==> src/rtl/tri_out_monitor.sv <==
// ---------------------------------------------------------------------------
// tri_out_monitor
//   Watches the three 1-bit results c1/c2/c3 of tri_assignment over a fixed
//   window. It counts the cycles in which each result is high and the cycles
//   in which they disagree. It reports with a one-cycle done pulse and a
//   sticky err flag.
//
//   Ports
//     clk, rst          rising-edge clock, synchronous active-high reset
//     start             begin a window (only looked at in IDLE)
//     c1, c2, c3        observed results; registered before any accounting
//     busy              high while the window runs
//     done              one-cycle pulse, results valid
//     ones_c1..ones_c3  per-result high-cycle counts (saturating, CNT_W bits)
//     mismatch_cnt      cycles where c1,c2,c3 are not all equal (saturating)
//     err               sticky mismatch flag; cleared only by rst
//
//   Build option
//     TRI_MON_EARLY_STOP_EN : the first mismatching RUN sample ends the window
//                             (DONE on the next cycle). Undefined = full window.
// ---------------------------------------------------------------------------

// Saturating counter lane: clears on clr, otherwise adds inc while en.
module tri_out_monitor_lane #(
  parameter int CNT_W = 8
) (
  input  logic             clk,
  input  logic             rst,
  input  logic             clr,
  input  logic             en,
  input  logic             inc,
  output logic [CNT_W-1:0] cnt
);
  always_ff @(posedge clk) begin
    if (rst)                         cnt <= '0;
    else if (clr)                    cnt <= '0;
    else if (en && inc && cnt != '1) cnt <= cnt + 1'b1;
  end
endmodule

module tri_out_monitor #(
  parameter int CNT_W   = 8,
  parameter int WIN_LEN = 16
) (
  input  logic             clk,
  input  logic             rst,
  input  logic             start,
  input  logic             c1,
  input  logic             c2,
  input  logic             c3,
  output logic             busy,
  output logic             done,
  output logic [CNT_W-1:0] ones_c1,
  output logic [CNT_W-1:0] ones_c2,
  output logic [CNT_W-1:0] ones_c3,
  output logic [CNT_W-1:0] mismatch_cnt,
  output logic             err
);
  localparam int WC_W     = $clog2(WIN_LEN + 1);
  localparam int NUM_LANES = 4;   // ones_c1, ones_c2, ones_c3, mismatch

`ifdef TRI_MON_EARLY_STOP_EN
  localparam bit EARLY_STOP = 1'b1;
`else
  localparam bit EARLY_STOP = 1'b0;
`endif

  typedef enum logic [1:0] {IDLE, RUN, DONE} state_t;

  state_t                              state, state_nxt;
  logic   [WC_W-1:0]                   win_cnt;
  logic                                c1_q, c2_q, c3_q;
  logic                                accept, run, mism;
  logic   [NUM_LANES-1:0]              lane_inc;
  logic   [NUM_LANES-1:0][CNT_W-1:0]   lane_cnt;

  // Input stage: all accounting works on the one-cycle-old values.
  always_ff @(posedge clk) begin
    if (rst) {c1_q, c2_q, c3_q} <= '0;
    else     {c1_q, c2_q, c3_q} <= {c1, c2, c3};
  end

  assign mism = !((c1_q == c2_q) && (c2_q == c3_q));

  // FSM state register
  always_ff @(posedge clk) begin
    if (rst) state <= IDLE;
    else     state <= state_nxt;
  end

  // FSM next-state and outputs
  always_comb begin
    state_nxt = state;
    busy      = 1'b0;
    done      = 1'b0;
    accept    = 1'b0;
    run       = 1'b0;
    unique case (state)
      IDLE: begin
        if (start) begin
          accept    = 1'b1;
          state_nxt = RUN;
        end
      end
      RUN: begin
        busy = 1'b1;
        run  = 1'b1;
        // win_cnt counts RUN cycles already completed, so the last one is WIN_LEN-1
        if (win_cnt == WC_W'(WIN_LEN - 1) || (EARLY_STOP && mism))
          state_nxt = DONE;
      end
      DONE: begin
        done      = 1'b1;
        state_nxt = IDLE;
      end
      default: state_nxt = IDLE;
    endcase
  end

  // Window length counter
  always_ff @(posedge clk) begin
    if (rst)         win_cnt <= '0;
    else if (accept) win_cnt <= '0;
    else if (run)    win_cnt <= win_cnt + 1'b1;
  end

  // Sticky error; a new window does not clear it
  always_ff @(posedge clk) begin
    if (rst)              err <= 1'b0;
    else if (run && mism) err <= 1'b1;
  end

  assign lane_inc = {mism, c3_q, c2_q, c1_q};

  genvar g;
  generate
    for (g = 0; g < NUM_LANES; g++) begin : g_lane
      tri_out_monitor_lane #(.CNT_W(CNT_W)) u_lane (
        .clk (clk),
        .rst (rst),
        .clr (accept),
        .en  (run),
        .inc (lane_inc[g]),
        .cnt (lane_cnt[g])
      );
    end
  endgenerate

  assign ones_c1      = lane_cnt[0];
  assign ones_c2      = lane_cnt[1];
  assign ones_c3      = lane_cnt[2];
  assign mismatch_cnt = lane_cnt[3];

endmodule
==> config.mk <==
export PLATFORM = sky130hd
export DESIGN_NAME = tri_out_monitor
export DESIGN_NICKNAME = d
export VERILOG_FILES = /design/src/rtl/tri_out_monitor.sv
export SDC_FILE = /design/constraint.sdc
export NUM_CORES = 1
export LEC_CHECK = 0
export CORE_MARGIN = 2
export CORE_UTILIZATION = 38
export CTS_CLUSTER_DIAMETER = 200
export DETAILED_ROUTE_END_ITERATION = 10
export PLACE_DENSITY_LB_ADDON = 0.2
export SETUP_SLACK_MARGIN = 0.1
export SLEW_MARGIN = 20
export SYNTH_ARGS = -nofsm -noshare
export SYNTH_HDL_FRONTEND = slang
export SYNTH_SLANG_ARGS = --single-unit
==> constraint.sdc <==
create_clock -name clk -period 4.74 [get_ports clk]
set_input_delay 0.948 -clock clk [delete_from_list [all_inputs] [get_ports clk]]
set_output_delay 0.948 -clock clk [all_outputs]
set_load 0.02 [all_outputs]
== After elaboration in Yosys (flattened, before gate mapping) ==
Index checks and enable logic that the tools add are counted.

* Reductions and logical operators: 13
* Add/subtract/negate cells: 5
* Eq/ne operators: 11
* Muxes and demuxes: 7

{| class="wikitable"
|+ Operator list
! kind !! count
|-
| adder 8 x 1 -> 8 bit, second input constant || 4
|-
| inequality test 8 bit, second input constant || 4
|-
| logical AND 1 bit || 9
|-
| adder 5 x 1 -> 5 bit, second input constant || 1
|-
| equality test 5 x 4 -> 1 bit, second input constant || 1
|-
| 2-to-1 mux 1 bit || 4
|-
| 2-to-1 mux 2 bit || 2
|-
| inequality test 2 bit, second input constant || 2
|-
| one-hot mux 2 bit (2 select lines) || 1
|-
| equality test 1 bit || 2
|-
| equality test 2 x 1 -> 1 bit, second input constant || 1
|-
| equality test 2 bit, second input constant || 1
|-
| logical NOT 2 bit || 1
|-
| AND reduction 2 bit || 1
|-
| OR reduction 2 bit || 1
|-
| logical NOT 1 bit || 1
|}

* Word-level logic and storage cells: 46
* Bits of input ports: 6
* Register bits after elaboration: 43

== Depth between registers and ports, before layout ==
* Word-level depth: 5
* Mapped depth: 7

== Hierarchy ==
Synthesis repeated with hierarchy kept, for this count alone.

* Cells, all modules: 246
* Area total of the unflattened synthesis: 2,192.1 µm²

{| class="wikitable"
|+ By module, submodules not included
! module !! sequential area each (µm²) !! area an instance (µm²) !! times used !! cells each
|-
| tri_out_monitor_lane || 160.2 || 434.2 || 4 || 50
|-
| tri_out_monitor || 220.2 || 455.4 || 1 || 46
|}

== Worst setup path after synthesis ==
No wires, ideal clock.

* Path kind: input to register
* From: input port rst
* To: register g_lane[0].u_lane.cnt[0]
* Data required time: 4.612 ns
* Slack: 2.780 ns
* Stages: 5
* Buffers on the path: 3
* Arrival: 1.832 ns
* Setup time: 0.128 ns
* Cells stage by stage: clkbuf_1 -> or2_2 -> buf_2 -> buf_1 -> nor2_1

* Word-level cells in the longest chain between the ends: 1

{| class="wikitable"
|+ Ends and longest elaborated chain
! item !! line !! RTL
|-
| start: declaration || 46 || <nowiki>input logic rst,</nowiki>
|-
| OR reduction 2 bit (no source line) || - ||
|-
| end signal: assignment || 37 || <nowiki>else if (en && inc && cnt != '1) cnt <= cnt + 1'b1;</nowiki>
|-
| end: declaration || 32 || <nowiki>output logic [CNT_W-1:0] cnt</nowiki>
|}

No other way between the ends.
A chain may end at the register's enable or synchronous reset.

== Worst setup path after layout ==
* From: register state[0]
* To: output port busy

* Word-level cells in the longest chain between the ends: 2

{| class="wikitable"
|+ Ends and longest elaborated chain
! item !! line !! RTL
|-
| start: declaration || 70 || <nowiki>state_t state, state_nxt;</nowiki>
|-
| start signal: assignment || 88 || <nowiki>else state <= state_nxt;</nowiki>
|-
| equality test 2 x 1 -> 1 bit || 98 || <nowiki>unique case (state)</nowiki>
|-
| 2-to-1 mux 1 bit || 98 ||
|-
| end: declaration || 51 || <nowiki>output logic busy,</nowiki>
|}

No other way between the ends.

==> metrics.md <==
| Metric | Value |
|---|---|
| Violation count after the first detailed-route iteration | 67 |
| Ports placed on the boundary | 41 |
| Effective utilization at floorplan | 39.5% |
| Synthesized area per cell | 8.63 um^2 |
| Number of enable flip-flop cells after synthesis | 0 |
| Relative slew margins | 53.6% |
| Residual antenna-violating net count after detailed routing | 0 |
| Post-Route Utilization | 49.8% |
| Sequential cell area | 861 um^2 |
| Clock sink count | 43 |
| Worst Path Arrival | 1.91 ns |
| Peak clock frequency supported by timing | 350 MHz |
| H-tree levels | 2 |
| Initial antenna violation count | 0 |
| Synth Instances | 235 |
| Classification of the worst-slack hold path | register to register |
| TritonCTS clock tree | done |
| Commonest cells after routing, fill and taps aside | sky130_fd_sc_hd__dfxtp_1, sky130_fd_sc_hd__clkdlybuf4s50_1, sky130_fd_sc_hd__nor2_1 |
| Total power consumption of the routed design | 0.642 mW |
| Total wire length after detailed routing | 4500 um |
| Total area of multi-input combinational cells | 0.00110 mm^2 |
| Worst clock skew | 0.00435 ns |
| Floorplan die height | 77.1 um |
| Congestion Overflow GR | 0 |
| Area Growth Syn to Fin | 26.1% |
| Die X | 77.1 um |
| Number of buffers on the longest clock path | 2 |
| Global-route wire length before repair | 7960 um |
| Antenna cells | 0 |
| Count of final max-slew check failures | 0 |
| Tightest hold margin | 0.492 ns |
| Cts hold-fix bufs | 0 |
| Leakage power of the design | 0.846 nW |
| Die ar. | 0.00594 mm^2 |
| Run status | completed |
| Finished layout cell area | 0.00256 mm^2 |
| Ratio of final minimum period to clock period | 60.3% |
| Area contributors post-synth | sky130_fd_sc_hd__dfxtp_1, sky130_fd_sc_hd__nor2_1, sky130_fd_sc_hd__nor3_1 |
| Worst Slack Setup Final | 1.88 ns |
| Final critical path time including I/O delays and setup | 2.86 ns |
| Cell Area, Synth | 0.00203 mm^2 |
| Layout cell share with drive strength beyond 1 | 4.71% |
| Nature of the critical path endpoint | output pin |
| DRC | 0 |
| First-pass iteration count of the detailed router | 4 |
| Post_cts resized | 0 |
| Final TNS setup | 0 ns |
| DR WL/cell | 13.0 um |
| Unique masters post-synth | 47 |
| Area share of the largest cell type after synthesis | 42.4% |
| Slew at the pin closest to its max-slew limit | 0.693 ns |
| HPWL after DPL | 3140 um |
| Filler-free cell count of the finished design | 346 |
| Routability congestion estimate | 0.781 |
| Number of fillers in the final layout | 543 |
| Predominant post-synthesis flop cell | sky130_fd_sc_hd__dfxtp_1 |
| Post-Place Cell Area | 0.00248 mm^2 |
| TritonCTS buffer count | 5 |
| Asr flop ratio synth | 0% |
| Total routing usage reported by global routing | 16.4% |
| Post-Syn Nets | 247 |
| Count of standard-cell rows | 26 |
| Required time worst endpoint | 3.79 ns |
| Cell Pwr Density | 251 mW/mm^2 |
| Quantity of I/O buffers inserted on ports | 40 |
| Critical path start-end classification | register to output pin |
| Final-stage net count | 287 |
| Clock root buffer master | sky130_fd_sc_hd__clkbuf_8 |
| Clock transition at the register clock pins on the worst setup and hold paths after CTS | 0.08 ns |
| Maximum fanout along the worst path | 11 |
| Cell type contributing the most total cell area after synthesis | sky130_fd_sc_hd__dfxtp_1 |
| Launching element type of the critical path | register |
| #FFs+latches synth | 43 |
| Vias in the first global route | 1732 |
| Largest net degree at the start of global routing | 31 |
| Floorplan core area | 0.00514 mm^2 |
| Clock network latency to the later pin of the worst-skew pair | 0.29 ns |
| RSZ-0062 raised after global routing | no |
| Routed vias/inst | 5.27 |
| Number of warnings issued by yosys | 0 |
| Number of setup buffers added after CTS | 0 |
| Most common library cell in the layout ignoring fill and taps | sky130_fd_sc_hd__dfxtp_1 |
| Placed insts | 338 |
| Max-cap violations | 0 |
| Number of hold violations in the final report | 0 |
| Final setup violation count | 0 |
| Seq/Total Area, Yosys | 42.4% |
| Max rail drop VDD | 0.105 mV |
| Placement-stage worst setup slack | 2.11 ns |
| Vias after detailed routing | 1825 |
==> sequential cells by signal (all words and copies together) (netlist names) <==
signal / count
c1_q: 1
err: 1
c2_q: 1
c3_q: 1
win_cnt: 5
g_lane.u_lane.cnt: 32
state: 2
==> power by group <==
part	switching, mW	internal [mW]	total [mW]	leakage [nW]
clock network	0.124	0.104	0.228	0.0422
logic	0.0242	0.0172	0.0414	0.456
registers	0.00651	0.366	0.373	0.348
total	0.155	0.487	0.642	0.846
==> cell type report <==
class / instances / area share (%)
sequential: 43 / 33.7
multi-input combinational: 177 / 42.9
tap: 70 / 3.42
clock inverter: 1 / 0.196
timing repair buffer: 40 / 15.7
inverter: 8 / 1.17
clock buffer: 7 / 2.98
==> routing by layer <==
layer / track usage (%) / up-vias / wire length (um)
met5: 0 / - / 0
met4: 5.36 / 0 / 60
met3: 4.71 / 6 / 213
met2: 26.1 / 37 / 2040
met1: 21.4 / 833 / 2190
li1: - / 949 / -
==> cells in the mapped netlist (2+ instances only) <==
cell type                   n
sky130_fd_sc_hd__a211oi_1   5
sky130_fd_sc_hd__nand2_1   21
sky130_fd_sc_hd__o31ai_1    2
sky130_fd_sc_hd__nor2_1    29
sky130_fd_sc_hd__nand3_1   10
sky130_fd_sc_hd__nand4_1    6
sky130_fd_sc_hd__mux2i_1    7
sky130_fd_sc_hd__xor2_1     6
sky130_fd_sc_hd__a31o_2     2
sky130_fd_sc_hd__ha_1       6
sky130_fd_sc_hd__a31oi_1    5
sky130_fd_sc_hd__o211ai_1   2
sky130_fd_sc_hd__and3_1     4
sky130_fd_sc_hd__nand3b_1   4
sky130_fd_sc_hd__nor2b_1    5
sky130_fd_sc_hd__dfxtp_1   43
sky130_fd_sc_hd__nor4_1     5
sky130_fd_sc_hd__o21bai_1   2
sky130_fd_sc_hd__a311oi_1   3
sky130_fd_sc_hd__buf_2      2
sky130_fd_sc_hd__clkbuf_1   2
sky130_fd_sc_hd__inv_1      8
sky130_fd_sc_hd__nor3_1    16
sky130_fd_sc_hd__o21ai_0    8
sky130_fd_sc_hd__or3_1      2
sky130_fd_sc_hd__o311a_1    2
sky130_fd_sc_hd__a21oi_1    8
==> critical path, cell delays in order, from the launching register on <==
cell and delay (ns):
sky130_fd_sc_hd__dfxtp_1 0.54, sky130_fd_sc_hd__nand2b_4 0.11, sky130_fd_sc_hd__inv_1 0.29, sky130_fd_sc_hd__clkdlybuf4s50_1 0.67
==> final timing paths <==
check | from | end | slack [ns] | cells after the start
worst max-delay path | state[0] | busy | 1.88 | 3
worst min-delay path | win_cnt[1] | win_cnt[1] | 0.49 | 2
worst max register to register | g_lane[3].u_lane.cnt[0] | g_lane[3].u_lane.cnt[6] | 2.93 | 5
worst min register to register | win_cnt[1] | win_cnt[1] | 0.49 | 2
==> logic make-up (layout without fill, tap and decap cells) <==
kind of cell | after synthesis | in the layout | share of synthesized area (%)
and+or+nand+nor | 108 | 108 | 26.9
AOI/OAI and AO/OA | 49 | 49 | 17.0
xor gates and xnor gates | 7 | 7 | 3.02
muxes | 7 | 7 | 3.45
buffers and inverters | 15 | 56 | 3.45
adders and majority gates | 6 | 6 | 3.70
DFF | 43 | 43 | 42.4
No activity file was read; power rests on OpenSTA's default activity.
==> RTL change, RTL diff (config.mk and constraints unchanged) <==
`CNT_W` is set to 8 in 2 places; all go to 6.
--- a/src/rtl/tri_out_monitor.sv
+++ b/src/rtl/tri_out_monitor.sv
@@ -22,7 +22,7 @@
 
 // Saturating counter lane: clears on clr, otherwise adds inc while en.
 module tri_out_monitor_lane #(
-  parameter int CNT_W = 8
+  parameter int CNT_W = 6
 ) (
   input  logic             clk,
   input  logic             rst,
@@ -39,7 +39,7 @@
 endmodule
 
 module tri_out_monitor #(
-  parameter int CNT_W   = 8,
+  parameter int CNT_W   = 6,
   parameter int WIN_LEN = 16
 ) (
   input  logic             clk,
Interface: changed (resized mismatch_cnt, ones_c1, ones_c2 and ones_c3); port bits go from 41 to 33. No check against the original RTL was run, so the function may have changed too.
==> RTL change against the original RTL <==
- die area down 19%
- hold slack worse by 0.020 ns
- routed wire length down 24%
- area after synthesis down 19%
- power down 2.2%
- clock skew up 0.0057 ns
- sequential cell count down 8
- cell area down 18%
- setup slack better by 0.13 ns
- non-clock buffer count down 7
- global-route usage down 1.3 points
- core utilization up 2.0 points
- synthesized cell count down 25%
- largest cell class unchanged
- largest power group unchanged
==> RTL change: results (changes against the original RTL) <==
[logic_synthesis]
synth_common_cells=35 x dfxtp_1, 23 x nor2_1, 8 x and3_1, 8 x mux2i_1, 8 x xor2_1  ; was 43 x dfxtp_1, 29 x nor2_1, 21 x nand2_1, 16 x nor3_1, 10 x nand3_1
synth.net_count=189  ; was 247
yosys-top-cells-area=dfxtp_1 43%, nor2_1 5.3%, mux2i_1 4.9%, ha_1 4.6%, xor2_1 4.3%  ; was dfxtp_1 42%, nor2_1 5.4%, nor3_1 3.9%, nand2_1 3.9%, ha_1 3.7%
ys_seq_area_frac=0.429  ; was 0.424
syn_inst=177  ; was 235
synth_cell_types=35  ; was 47

[detailed_routing]
drt_iter0_drc=65  ; was 67
post_drt_wl_per_cell_um=13.1  ; was 13.0 um
wirelength_mm=3.42  ; was 4.50 mm
dr.pass1.iters=4  ; unchanged
avgViaCountPerCell=5.24  ; was 5.27

[power]
peakVddDrop_v=0.000149  ; was 0.000105 V
internal_power_w=0.000488  ; was 0.000487 W
power_leakage_nw=0.781  ; was 0.846 nW

[global_route]
grt_pass1_vias=1313  ; was 1732
track_usage=0.151  ; was 0.164
grt_max_degree=30  ; was 31
antenna_found_initial=0  ; unchanged
grt_pass1_wl_mm=5.85  ; was 7.96 mm

[worst_hold_path]
worstHoldPathType=flip-flop to flip-flop  ; unchanged
whs_endpoint=err$_SDFFE_PP0P_  ; was win_cnt[1]$_SDFFE_PP0P_
holdCritStartpoint=err$_SDFFE_PP0P_  ; was win_cnt[1]$_SDFFE_PP0P_

[run_status]
status=finished, final reports clean  ; unchanged

[clocking]
clk_latency_ns=0.30
cts_made_buffers=5  ; unchanged
clk_pin_slew_ns=0.07
root_buffer=clkbuf_8  ; unchanged

[placement]
gp_congestion=0.813  ; was 0.781
place_ws_ns=2.13  ; was 2.11 ns
dp_hpwl_mm=2.41  ; was 3.14 mm
placed_area_sq_um=1980  ; was 2480 sq um
io_buffer_count=32  ; was 40
place_inst=253  ; was 338

[timing]
holdWs_ns=0.473  ; was 0.492 ns
fin_skew_ns=0.0101  ; was 0.00435 ns
hold_viol_final=0  ; unchanged
worst_pin_slew_ns=0.947  ; was 0.693 ns

[finish]
nets=222  ; was 287
largest_reg_flops=24  ; was 32
layout-drive-gt1-share=0.0711  ; was 0.0471
reg_top3=g_lane.u_lane.cnt x24, win_cnt x5, state x2  ; was g_lane.u_lane.cnt x32, win_cnt x5, state x2
fill_cells=375  ; was 543
diodes=0  ; unchanged

[setup_path]
crit_path_top_delay_cell=clkdlybuf4s50_1  ; unchanged
reg2regPathDepth=5  ; unchanged
path_delay_family=buffers and inverters  ; unchanged
critPathArrivalTime_ns=1.78  ; was 1.91 ns
worstPathMaxFanout=25  ; was 11
ff2ff_setup_slack_ns=3.12  ; was 2.93 ns
cpPeakStageDelay_ns=0.66
rr_endpoint=g_lane[3].u_lane.cnt[3]$_SDFFE_PP0P_  ; was g_lane[3].u_lane.cnt[6]$_SDFFE_PP0P_

==> RTL change: cell types whose count changed after synthesis, moves of 5 or more <==
cell / delta
nor4_1: -5
a31oi_1: -5
o2111ai_1: +5
nor2_1: -6
nand2_1: -15
nor3_1: -11
o21ai_0: -5
dfxtp_1: -8
==> RTL change: logic make-up (layout without fill, tap and decap cells) <==
kind of cell	after synthesis	in the layout	share of synthesized area
simple gates	77	77	0.258
flops	35	35	0.429
compound gates	26	26	0.114
buf+inv	13	47	0.0391
xor+xnor	12	12	0.0644
mux	8	8	0.0490
fa+ha+maj	6	6	0.0460
==> RTL change: worst max-delay path by stage <==
stage | end | slack, ns | cells after the start
after floorplan | busy | 2.97 | 3
after global placement | g_lane[3].u_lane.cnt[2]$_SDFFE_PP0P_ | 2.17 | 3
after detailed placement | g_lane[3].u_lane.cnt[2]$_SDFFE_PP0P_ | 2.13 | 3
after CTS | busy | 2.00 | 3
after global routing | busy | 1.95 | 3
final | busy | 2.01 | 3
==> RTL change: power by group through the flow <==
stage               sequential (W)  clock [W]  combinational [W]
CTS                       0.000306   0.000287          0.0000413
detailed placement        0.000312          0          0.0000412
floorplan                 0.000313          0          0.0000264
global route              0.000306   0.000303          0.0000448
global placement          0.000312          0          0.0000399
finish                    0.000306   0.000281          0.0000410
==> RTL change: routing by layer <==
layer  wire length, um  global-route usage  vias to the layer above
met5                 0                   0                        -
met1              1550               0.173                      635
met2              1680               0.254                       32
met3               121              0.0378                        7
met4                76              0.0850                        0
li1                  -                   -                      694
==> RTL change: area by class of cell <==
cell class              instances  area, sq um  share of cell area
clock buffers                   6         82.6              0.0393
clock inverters                 2         35.0              0.0167
inverters                       6         22.5              0.0107
multi-input cells             129          871               0.414
flip-flops and latches         35          701               0.333
well taps                      50         62.6              0.0298
repair buffers                 33          328               0.156
